==> src/rtl/ctrl_regfile_pkg.sv <==
// Shared constants, FSM state types and the address-region decoder for the
// AXI4-Lite control register file.
package ctrl_regfile_pkg;

    localparam logic [31:0] CTRL_OFS  = 32'h0000_0000;
    localparam logic [31:0] GIE_OFS   = 32'h0000_0004;
    localparam logic [31:0] IER_OFS   = 32'h0000_0008;
    localparam logic [31:0] ISR_OFS   = 32'h0000_000C;
    localparam logic [31:0] USER_BASE = 32'h0000_0010;

    localparam logic [1:0] RESP_OKAY   = 2'b00;
    localparam logic [1:0] RESP_SLVERR = 2'b10;

    typedef enum logic {W_IDLE, W_RESP} wstate_e;
    typedef enum logic {R_IDLE, R_DATA} rstate_e;

    typedef enum logic [2:0] {
        REG_CTRL, REG_GIE, REG_IER, REG_ISR, REG_USER, REG_STAT, REG_BAD
    } region_e;

    // Classify a word index; user registers follow USER_BASE, status follows user.
    function automatic region_e decode_region(input logic [31:0] widx,
                                              input int unsigned nwr,
                                              input int unsigned nrd);
        logic [31:0] user_lo;
        logic [31:0] stat_lo;
        region_e     r;
        user_lo = USER_BASE >> 2;
        stat_lo = user_lo + 32'(nwr);
        if (widx == (CTRL_OFS >> 2))                         r = REG_CTRL;
        else if (widx == (GIE_OFS >> 2))                     r = REG_GIE;
        else if (widx == (IER_OFS >> 2))                     r = REG_IER;
        else if (widx == (ISR_OFS >> 2))                     r = REG_ISR;
        else if (widx >= user_lo && widx < stat_lo)          r = REG_USER;
        else if (widx >= stat_lo && widx < stat_lo + 32'(nrd)) r = REG_STAT;
        else                                                 r = REG_BAD;
        return r;
    endfunction

endpackage

==> src/rtl/axi_lite_wstrb_merge.sv <==
// Byte-masked merge of an old and a new 32-bit word under a 4-bit strobe.
module axi_lite_wstrb_merge (
    input  logic [31:0] old_word,
    input  logic [31:0] new_word,
    input  logic [3:0]  strb,
    output logic [31:0] merged
);

    // Take each byte from the new word only where its strobe is set.
    always_comb begin
        merged = old_word;
        for (int b = 0; b < 4; b++) begin
            if (strb[b]) merged[8*b +: 8] = new_word[8*b +: 8];
            else         merged[8*b +: 8] = old_word[8*b +: 8];
        end
    end

endmodule

==> src/rtl/axi_lite_ctrl_regfile.sv <==
// AXI4-Lite control slave: ap_ctrl handshake, NUM_WR RW and NUM_RD RO registers.
// Optional interrupt block (GIE/IER/ISR + interrupt port) under CTRL_REGFILE_IRQ_EN.
module axi_lite_ctrl_regfile
    import ctrl_regfile_pkg::*;
#(
    parameter int          ADDR_W       = 12,
    parameter int          NUM_WR       = 8,
    parameter int          NUM_RD       = 4,
    parameter logic [31:0] WR_RESET_VAL = 32'h0
) (
    input  logic                                   ap_clk,
    input  logic                                   ap_rst_n,
    input  logic                                   s_axi_control_AWVALID,
    output logic                                   s_axi_control_AWREADY,
    input  logic [ADDR_W-1:0]                      s_axi_control_AWADDR,
    input  logic                                   s_axi_control_WVALID,
    output logic                                   s_axi_control_WREADY,
    input  logic [31:0]                            s_axi_control_WDATA,
    input  logic [3:0]                             s_axi_control_WSTRB,
    output logic                                   s_axi_control_BVALID,
    input  logic                                   s_axi_control_BREADY,
    output logic [1:0]                             s_axi_control_BRESP,
    input  logic                                   s_axi_control_ARVALID,
    output logic                                   s_axi_control_ARREADY,
    input  logic [ADDR_W-1:0]                      s_axi_control_ARADDR,
    output logic                                   s_axi_control_RVALID,
    input  logic                                   s_axi_control_RREADY,
    output logic [31:0]                            s_axi_control_RDATA,
    output logic [1:0]                             s_axi_control_RRESP,
`ifdef CTRL_REGFILE_IRQ_EN
    output logic                                   interrupt,
`endif
    output logic                                   ap_start,
    input  logic                                   ap_done,
    input  logic                                   ap_idle,
    output logic [32*NUM_WR-1:0]                   wr_regs,
    input  logic [32*((NUM_RD > 0) ? NUM_RD : 1)-1:0] rd_regs
);

    localparam int USER_IDX = int'(USER_BASE >> 2);
    localparam int STAT_IDX = USER_IDX + NUM_WR;

    wstate_e            wstate_r;
    rstate_e            rstate_r;
    logic               awready_r, wready_r, bvalid_r, arready_r, rvalid_r;
    logic [1:0]         bresp_r, rresp_r;
    logic [31:0]        rdata_r;
    logic               aw_held_r, w_held_r;
    logic [ADDR_W-1:0]  awaddr_r;
    logic [31:0]        wdata_r;
    logic [3:0]         wstrb_r;
    logic               ap_start_r, done_latch_r;

    logic               aw_hs_s, w_hs_s, ar_hs_s, commit_s, ctrl_we_s;
    logic [ADDR_W-1:0]  wa_s;
    logic [31:0]        wd_s, widx_w_s, widx_r_s, rd_word_s;
    logic [3:0]         ws_s;
    logic [1:0]         rd_resp_s;
    region_e            wreg_s, rreg_s;
    logic               addr_lsb_unused_s;

    assign aw_hs_s  = s_axi_control_AWVALID & awready_r;
    assign w_hs_s   = s_axi_control_WVALID & wready_r;
    assign ar_hs_s  = s_axi_control_ARVALID & arready_r;
    assign commit_s = (wstate_r == W_IDLE) & (aw_held_r | aw_hs_s) & (w_held_r | w_hs_s);

    // Use the captured AW/W beat if one arrived earlier, else the live bus.
    always_comb begin
        if (aw_held_r) wa_s = awaddr_r;
        else           wa_s = s_axi_control_AWADDR;
        if (w_held_r) begin
            wd_s = wdata_r;
            ws_s = wstrb_r;
        end else begin
            wd_s = s_axi_control_WDATA;
            ws_s = s_axi_control_WSTRB;
        end
    end

    assign widx_w_s  = 32'(wa_s[ADDR_W-1:2]);
    assign widx_r_s  = 32'(s_axi_control_ARADDR[ADDR_W-1:2]);
    assign wreg_s    = decode_region(widx_w_s, NUM_WR, NUM_RD);
    assign rreg_s    = decode_region(widx_r_s, NUM_WR, NUM_RD);
    assign ctrl_we_s = commit_s & (wreg_s == REG_CTRL) & ws_s[0];
    assign addr_lsb_unused_s = ^{wa_s[1:0], s_axi_control_ARADDR[1:0]};

    // User registers, each with its own strobe merge.
    for (genvar i = 0; i < NUM_WR; i++) begin : g_user
        logic [31:0] val_r;
        logic [31:0] merged_s;
        logic        we_s;

        axi_lite_wstrb_merge u_merge (
            .old_word (val_r),
            .new_word (wd_s),
            .strb     (ws_s),
            .merged   (merged_s)
        );

        assign we_s = commit_s && (widx_w_s == 32'(USER_IDX + i));

        // Register update on a committed write to this slot.
        always_ff @(posedge ap_clk or negedge ap_rst_n) begin
            if (!ap_rst_n)  val_r <= WR_RESET_VAL;
            else if (we_s)  val_r <= merged_s;
            else            val_r <= val_r;
        end

        assign wr_regs[32*i +: 32] = val_r;
    end

`ifdef CTRL_REGFILE_IRQ_EN
    logic       gie_r, interrupt_r;
    logic [1:0] ier_r, isr_r, isr_set_s, isr_tgl_s;

    // ISR bit1 is set on the edge where a start write is accepted from idle.
    always_comb begin
        isr_set_s = {ctrl_we_s & wd_s[0] & ~ap_start_r, ap_done};
        if (commit_s && wreg_s == REG_ISR && ws_s[0]) isr_tgl_s = wd_s[1:0];
        else                                          isr_tgl_s = 2'b00;
    end

    // Interrupt enable/status registers and registered interrupt output.
    always_ff @(posedge ap_clk or negedge ap_rst_n) begin
        if (!ap_rst_n) begin
            gie_r       <= 1'b0;
            ier_r       <= 2'b00;
            isr_r       <= 2'b00;
            interrupt_r <= 1'b0;
        end else begin
            if (commit_s && wreg_s == REG_GIE && ws_s[0]) gie_r <= wd_s[0];
            if (commit_s && wreg_s == REG_IER && ws_s[0]) ier_r <= wd_s[1:0];
            isr_r       <= (isr_r ^ isr_tgl_s) | isr_set_s;
            interrupt_r <= gie_r & (|(ier_r & isr_r));
        end
    end

    assign interrupt = interrupt_r;
`endif

    // Read mux: returns the pre-write contents of the addressed register.
    always_comb begin
        rd_word_s = 32'h0;
        rd_resp_s = RESP_OKAY;
        case (rreg_s)
            REG_CTRL: rd_word_s = {29'h0, ap_idle, done_latch_r, ap_start_r};
`ifdef CTRL_REGFILE_IRQ_EN
            REG_GIE:  rd_word_s = {31'h0, gie_r};
            REG_IER:  rd_word_s = {30'h0, ier_r};
            REG_ISR:  rd_word_s = {30'h0, isr_r};
`endif
            REG_USER: begin
                for (int i = 0; i < NUM_WR; i++) begin
                    if (widx_r_s == 32'(USER_IDX + i)) rd_word_s = wr_regs[32*i +: 32];
                    else                               rd_word_s = rd_word_s;
                end
            end
            REG_STAT: begin
                for (int j = 0; j < NUM_RD; j++) begin
                    if (widx_r_s == 32'(STAT_IDX + j)) rd_word_s = rd_regs[32*j +: 32];
                    else                               rd_word_s = rd_word_s;
                end
            end
            REG_BAD:  rd_resp_s = RESP_SLVERR;
            default:  rd_word_s = 32'h0;
        endcase
    end

    // ap_start / done_latch: a start write beats a coincident ap_done, and
    // ap_done beats a coincident clear-on-read.
    always_ff @(posedge ap_clk or negedge ap_rst_n) begin
        if (!ap_rst_n) begin
            ap_start_r   <= 1'b0;
            done_latch_r <= 1'b0;
        end else begin
            if (ctrl_we_s)    ap_start_r <= wd_s[0];
            else if (ap_done) ap_start_r <= 1'b0;
            else              ap_start_r <= ap_start_r;
            if (ap_done)                               done_latch_r <= 1'b1;
            else if (ar_hs_s && rreg_s == REG_CTRL)    done_latch_r <= 1'b0;
            else                                       done_latch_r <= done_latch_r;
        end
    end

    // Write channel FSM; READYs come up one cycle after reset release.
    always_ff @(posedge ap_clk or negedge ap_rst_n) begin
        if (!ap_rst_n) begin
            wstate_r  <= W_IDLE;
            awready_r <= 1'b0;
            wready_r  <= 1'b0;
            bvalid_r  <= 1'b0;
            bresp_r   <= RESP_OKAY;
            aw_held_r <= 1'b0;
            w_held_r  <= 1'b0;
            awaddr_r  <= '0;
            wdata_r   <= 32'h0;
            wstrb_r   <= 4'h0;
        end else begin
            case (wstate_r)
                W_IDLE: begin
                    if (commit_s) begin
                        wstate_r  <= W_RESP;
                        bvalid_r  <= 1'b1;
                        bresp_r   <= (wreg_s == REG_BAD) ? RESP_SLVERR : RESP_OKAY;
                        awready_r <= 1'b0;
                        wready_r  <= 1'b0;
                        aw_held_r <= 1'b0;
                        w_held_r  <= 1'b0;
                    end else begin
                        if (aw_hs_s) begin
                            aw_held_r <= 1'b1;
                            awaddr_r  <= s_axi_control_AWADDR;
                        end
                        if (w_hs_s) begin
                            w_held_r <= 1'b1;
                            wdata_r  <= s_axi_control_WDATA;
                            wstrb_r  <= s_axi_control_WSTRB;
                        end
                        awready_r <= ~(aw_held_r | aw_hs_s);
                        wready_r  <= ~(w_held_r | w_hs_s);
                    end
                end
                W_RESP: begin
                    if (s_axi_control_BREADY) begin
                        wstate_r  <= W_IDLE;
                        bvalid_r  <= 1'b0;
                        awready_r <= 1'b1;
                        wready_r  <= 1'b1;
                    end
                end
                default: begin
                    wstate_r <= W_IDLE;
                    bvalid_r <= 1'b0;
                end
            endcase
        end
    end

    // Read channel FSM with one-cycle registered data latency.
    always_ff @(posedge ap_clk or negedge ap_rst_n) begin
        if (!ap_rst_n) begin
            rstate_r  <= R_IDLE;
            arready_r <= 1'b0;
            rvalid_r  <= 1'b0;
            rdata_r   <= 32'h0;
            rresp_r   <= RESP_OKAY;
        end else begin
            case (rstate_r)
                R_IDLE: begin
                    if (ar_hs_s) begin
                        rstate_r  <= R_DATA;
                        rdata_r   <= rd_word_s;
                        rresp_r   <= rd_resp_s;
                        rvalid_r  <= 1'b1;
                        arready_r <= 1'b0;
                    end else begin
                        arready_r <= 1'b1;
                    end
                end
                R_DATA: begin
                    if (s_axi_control_RREADY) begin
                        rstate_r  <= R_IDLE;
                        rvalid_r  <= 1'b0;
                        arready_r <= 1'b1;
                    end
                end
                default: begin
                    rstate_r <= R_IDLE;
                    rvalid_r <= 1'b0;
                end
            endcase
        end
    end

    assign s_axi_control_AWREADY = awready_r;
    assign s_axi_control_WREADY  = wready_r;
    assign s_axi_control_BVALID  = bvalid_r;
    assign s_axi_control_BRESP   = bresp_r;
    assign s_axi_control_ARREADY = arready_r;
    assign s_axi_control_RVALID  = rvalid_r;
    assign s_axi_control_RDATA   = rdata_r;
    assign s_axi_control_RRESP   = rresp_r;
    assign ap_start              = ap_start_r;

endmodule

==> config.mk <==
export PLATFORM = sky130hd
export DESIGN_NAME = axi_lite_ctrl_regfile
export DESIGN_NICKNAME = d
export VERILOG_FILES = /design/src/rtl/ctrl_regfile_pkg.sv /design/src/rtl/axi_lite_wstrb_merge.sv /design/src/rtl/axi_lite_ctrl_regfile.sv
export SDC_FILE = /design/constraint.sdc
export NUM_CORES = 1
export LEC_CHECK = 0
export CAP_MARGIN = 20
export CORE_MARGIN = 2
export CORE_UTILIZATION = 35
export DETAILED_ROUTE_END_ITERATION = 10
export PLACE_DENSITY = 0.64
export SYNTH_ARGS = -nofsm -noshare
export SYNTH_HDL_FRONTEND = slang
export SYNTH_SLANG_ARGS = --single-unit
==> constraint.sdc <==
create_clock -name ap_clk -period 3.39 [get_ports ap_clk]
set_input_delay 1.017 -clock ap_clk [delete_from_list [all_inputs] [get_ports ap_clk]]
set_output_delay 1.017 -clock ap_clk [all_outputs]
set_load 0.01 [all_outputs]
# Word level (Yosys, flattened, before mapping)

Cells that the tools add are included.

Logic and storage cells: 224
Output and inout bits: 298
Flip-flop bits (word level): 351

$lt $le $gt $ge: 8
Reduce and logical (&&, ||, !) cells: 61
Mux-type cells: 58
Equal/unequal tests: 34
Bitwise operators: 14

Operators by type and width:

| cell                                                                                 | number |
|---|---|
| 32-bit 2-to-1 mux                                                                    | 13 |
| 10-bit by 4-bit equality test with 1-bit output, second input constant               | 12 |
| 32-bit one-hot mux with 3 select lines                                               | 1 |
| 10-bit by 3-bit equality test with 1-bit output, second input constant               | 8 |
| 2-bit AND reduction                                                                  | 38 |
| 32-bit logical NOT                                                                   | 2 |
| 10-bit by 2-bit equality test with 1-bit output, second input constant               | 4 |
| 3-bit 2-to-1 mux                                                                     | 8 |
| 1-bit 2-to-1 mux                                                                     | 21 |
| 10-bit by 1-bit equality test with 1-bit output, second input constant               | 2 |
| 10-bit by 3-bit greater-or-equal comparator with 1-bit output, second input constant | 2 |
| 10-bit by 4-bit greater-or-equal comparator with 1-bit output, second input constant | 2 |
| 10-bit by 4-bit less-than comparator with 1-bit output, second input constant        | 2 |
| 10-bit by 5-bit less-than comparator with 1-bit output, second input constant        | 2 |
| 1-bit one-hot mux with 2 select lines                                                | 7 |
| 1-bit logical AND                                                                    | 13 |
| 3-bit equality test, second input constant                                           | 4 |
| 12-bit 2-to-1 mux                                                                    | 1 |
| 2-bit 2-to-1 mux                                                                     | 6 |
| 2-bit != test, second input constant                                                 | 4 |
| 2-bit nonzero test                                                                   | 4 |
| 1-bit bitwise AND                                                                    | 7 |
| 3-bit logical NOT                                                                    | 2 |
| 3-bit AND reduction                                                                  | 2 |
| other kinds (3)                                                                      | 8 |

# Depth between registers and ports, before layout

Depth after elaboration: 13
Gate-level depth with buffers: 8
Mapped depth without buffers: 5

# Modules after synthesis

A second synthesis with hierarchy kept.

Cell total of the unflattened synthesis: 1558
Area total of the unflattened synthesis: 21521.9 µm²

By module, submodules not included:

| module                | cells each | instances | area an instance (µm²) |
|---|---|---|---|
| axi_lite_ctrl_regfile | 1270       | 1         | 17317.9 |
| axi_lite_wstrb_merge  | 36         | 8         | 525.5 |

# Least setup slack after synthesis

Ideal clock, no wire load.

Kind: in2reg
Start point: input s_axi_control_AWADDR[9]
End point: register g_user[6].val_r[1]
Stages: 5
Setup slack: 0.385 ns
Arrival: 2.880 ns
Required time: 3.265 ns
Cells stage by stage: or4_4 > nor3_4 > o211ai_4 > nor2_8 > mux2_4

Cells in the longest elaborated chain, start to end: 4

RTL lines:

| element                                         | RTL line                     | RTL |
|---|---|---|
| start, declared                                 | axi_lite_ctrl_regfile.sv:15  | `input logic [ADDR_W-1:0] s_axi_control_AWADDR,` |
| 12-bit 2-to-1 mux                               | axi_lite_ctrl_regfile.sv:69  | `if (aw_held_r) wa_s = awaddr_r;` |
| 10-bit by 4-bit equality test with 1-bit output | axi_lite_ctrl_regfile.sv:100 | `assign we_s = commit_s && (widx_w_s == 32'(USER_IDX + i));` |
| 1-bit logical AND                               | axi_lite_ctrl_regfile.sv:100 |  |
| 2-bit AND reduction (no line)                   | --                           |  |
| end signal, assigned                            | axi_lite_ctrl_regfile.sv:105 | `else if (we_s) val_r <= merged_s;` |
| end signal, assigned                            | axi_lite_ctrl_regfile.sv:106 | `else val_r <= val_r;` |
| end, declared                                   | axi_lite_ctrl_regfile.sv:89  | `logic [31:0] val_r;` |

Every way passes these cells.
A chain may end at the register's enable or synchronous reset.

# Worst setup path after layout

Start point: input s_axi_control_ARADDR[11]
End point: register rdata_r[9] (netlist: s_axi_control_RDATA[9])

Cells in the longest elaborated chain, start to end: 10

RTL lines:

| element                                                                                     | RTL line                                             | RTL |
|---|---|---|
| start, declared                                                                             | axi_lite_ctrl_regfile.sv:25                          | `input logic [ADDR_W-1:0] s_axi_control_ARADDR,` |
| 10-bit by 4-bit greater-or-equal comparator with 1-bit output, or another cell as far along | ctrl_regfile_pkg.sv:35                               | `else if (widx >= stat_lo && widx < stat_lo + 32'(nrd)) r = REG_STAT;` |
| 1-bit logical AND or 32-bit 2-to-1 mux (tied branches)                                      | ctrl_regfile_pkg.sv:35, axi_lite_ctrl_regfile.sv:154 |  |
| 2-bit 2-to-1 mux or 32-bit 2-to-1 mux (tied branches)                                       | ctrl_regfile_pkg.sv:35, axi_lite_ctrl_regfile.sv:154 |  |
| 2-bit 2-to-1 mux or 32-bit 2-to-1 mux (tied branches)                                       | ctrl_regfile_pkg.sv:34, axi_lite_ctrl_regfile.sv:154 |  |
| 3-bit 2-to-1 mux or 32-bit 2-to-1 mux (tied branches)                                       | ctrl_regfile_pkg.sv:33, axi_lite_ctrl_regfile.sv:154 |  |
| 3-bit 2-to-1 mux or 32-bit 2-to-1 mux (tied branches)                                       | ctrl_regfile_pkg.sv:32, axi_lite_ctrl_regfile.sv:154 |  |
| 3-bit 2-to-1 mux or 32-bit 2-to-1 mux (tied branches)                                       | ctrl_regfile_pkg.sv:31, axi_lite_ctrl_regfile.sv:154 |  |
| 3-bit 2-to-1 mux or 32-bit 2-to-1 mux (tied branches)                                       | ctrl_regfile_pkg.sv:30, axi_lite_ctrl_regfile.sv:154 |  |
| 3-bit equality test, or another cell as far along                                           | axi_lite_ctrl_regfile.sv:145                         | `case (rreg_s)` |
| 32-bit one-hot mux with 3 select lines *                                                    | axi_lite_ctrl_regfile.sv:145                         |  |
| end signal, assigned                                                                        | axi_lite_ctrl_regfile.sv:252                         | `rdata_r <= rd_word_s;` |
| end, declared                                                                               | axi_lite_ctrl_regfile.sv:47                          | `logic [31:0] rdata_r;` |

Every way passes the cells marked *; elsewhere a longest branch is shown, timed or not.

==> run summary <==
yosys warns: 0
Post-CTS Setup Bufs: 0
area of the die: 0.0521 mm2
starting density of the core: 35.3%
final worst path period need: 3.03 ns
clock buffer depth: 3
Final Hold Fails: 0
CTS HTree Levels: 2
Rows: 82
grt ovf: 0
initial drt markers: 1078
number of global-route vias before repair: 15300
Placed Instances: 2609
crit path max fanout: 12
R2R depth: 6
placed cell area: 0.0241 mm2
# IOs: 495
Max-Cap Viols: 0
cell internal pwr: 0.00871 W
Core ar.: 0.0499 mm2
fin nets: 2175
DRT Pass-1 Iters: 5
RSZ-0062 raised after global routing: no
max incr delay on CP: 0.67 ns
area delta synth->final: 45.1%
Post-Syn Area: 0.0176 mm2
WP data required: 3.87 ns
Yosys cell types: 66
first-pass GRT wire length: 101000 um
CTS Buf Count: 39
fraction of registers with async set/reset: 100%
EDFF count, synth: 0
CTS resizes: 0
Hold WC Path Type: in2async
worst slew pin tran: 1.04 ns
CTS sink count: 347
CP Cell Sequence: clkdlybuf4s50_1 > nor4_1 > buf_4 > nand3_1 > buf_4 > a211oi_1 > o21ai_0 > nand3_1
Root Buffer: clkbuf_16
Post-synth top cells: dfrtp_1 (347), nand2_1 (161), mux2_2 (154)
Slew HR: 30.8%
Yosys top cell area share: 49.4%
critical path type: in2reg
fin crit share: 89.4%
largest net degree at the start of global routing: 76
Synth Instances: 1446
status: completed
hold buffer count at cts: 0
maximum clock frequency: 0.330 GHz
initial antenna violation count: 1
post-synth top area cell: dfrtp_1
Max Slew Vio Count: 0
pwr/cell area: 487 mW/mm2
Die W: 228 um
GRT Util Overall: 25.8%
vias per cell: 5.48
Peak VDD IR: 0.312 mV
clk_skew: 0.0117 ns
Final Instance Count excl. Fillers: 2680
CP max-delay cell: nor4_1
worst-skew pair later-pin latency: 0.55 ns
Final HPWL DP: 49100 um
Flop pwr share: 40.5%
element type at the critical path start: primary input
clock power share: 36.2%
post-synthesis register bit count: 347
Sw Ratio: 30.0%
clk slew on worst S/H paths: 0.06 ns
Gate power share: 23.3%
Worst Setup End Kind: flip-flop
synth top area cells: dfrtp_1 (49%), mux2_2 (9.9%), mux4_2 (7.6%)
Final Setup Violations: 0
I/O Buffers: 488
most frequent cell after synthesis: dfrtp_1
Post-Route WL: 67800 um
antenna-violating nets left: 0
Avg Cell Area, Syn: 12.2 um2
Top FF cell, synth: dfrtp_1
RD Place Congestion: 0.895
NetSw: 0.00372 W
WL/cell: 25.3 um
LEAKAGE: 10.8 nW
Seq/Total Area, Yosys: 49.4%
Design Area, Final: 0.0255 mm2
share of cells above drive strength 1: 24.5%
arrival time at the worst endpoint: 3.51 ns
TritonCTS clock tree: built
die height: 228 um
DRC viols: 0
vias: 14700
layout by cell type (no fill, tap or decap), drive strengths merged, types with 13 or more instances in the layout:
cell type      count
clkdlybuf4s50    485
dfrtp            347
mux2             230
nand2            161
o21ai            160
buf               96
nor2              67
clkbuf            60
mux4              59
mux2i             52
a21oi             47
o22ai             30
inv               19
nand3             17
and3              16
a221o             14
nand2b            13
a31oi             13
metal layers:
metal	global-route usage (%)	routed length [um]	up-vias	part of all wire [%]
met4	8.62	2140	0	3.2
li1	-	-	6438	-
met3	4.89	4570	116	6.7
met5	0	0	-	0
met2	43.2	32800	631	48
met1	33.5	28300	7511	42
path summary, 6_finish.rpt:
| path | startpoint | to | slack, ns |
|---|---|---|---|
| worst max-delay path | s_axi_control_ARADDR[11] | s_axi_control_RDATA[9] | 0.36 |
| worst min register to register | s_axi_control_BVALID | s_axi_control_BVALID | 0.48 |
| min in group ap_clk | s_axi_control_BVALID | s_axi_control_BVALID | 0.48 |
| worst max register to register | aw_held_r | g_user[6].val_r[10] | 0.80 |
| worst min-delay path | ap_rst_n | wdata_r[23] | 0.47 |
| max in group asynchronous | ap_rst_n | s_axi_control_RDATA[1] | 2.02 |
critical path: cells and delay by family:
kind	cells	cell delay, ns
buf+inv	3	1.01
simple gates	3	1.03
compound gates	2	0.44
logic make-up after synthesis:
kind of cell / count (synthesis) / synth area share (%)
DFF: 347 / 49.4
muxes: 341 / 26.6
AOI/OAI and AO/OA: 333 / 11.8
and+or+nand+nor: 314 / 9.39
buffers and inverters: 110 / 2.78
other: 1 / 0.0213
layout make-up:
class	count	area [um2]
diodes	1	2.50
clock buffers	59	1230
clock inverters	11	141
fillers	4423	24300
inverters	18	67.6
multi-input cells	990	8490
flip-flops and latches	347	8690
well taps	672	841
repair buffers	582	6060
metrics by stage:
step	hold slack [ns]	power, W	util (%)	worst slack, ns	setup TNS (ns)
2_1_floorplan	0.449	0.00669	-	0.385	0
3_3_place_gp	0.458	0.00788	48.4	-0.0357	-0.678
3_5_place_dp	0.465	0.00799	48.4	-0.0798	-4.42
4_1_cts	0.471	0.0125	51.2	0.501	0
5_1_grt	0.490	0.0130	51.2	0.420	0
6_report	0.466	0.0124	51.2	0.359	0
state kept, by name, indices dropped and copies added (netlist names), 4 cells and up:
name,count
g_user.val_r,256
s_axi_control_RDATA,32
wdata_r,32
awaddr_r,10
wstrb_r,4
power by group through the flow:
stage / Combinational, W / Sequential (W) / Clock (W)
after floorplan: 0.00177 / 0.00492 / 0
after global placement: 0.00283 / 0.00505 / 0
after detailed placement: 0.00290 / 0.00509 / 0
after CTS: 0.00292 / 0.00502 / 0.00458
after global routing: 0.00312 / 0.00509 / 0.00474
final: 0.00290 / 0.00503 / 0.00450
No activity file was read; power rests on OpenSTA's default activity.
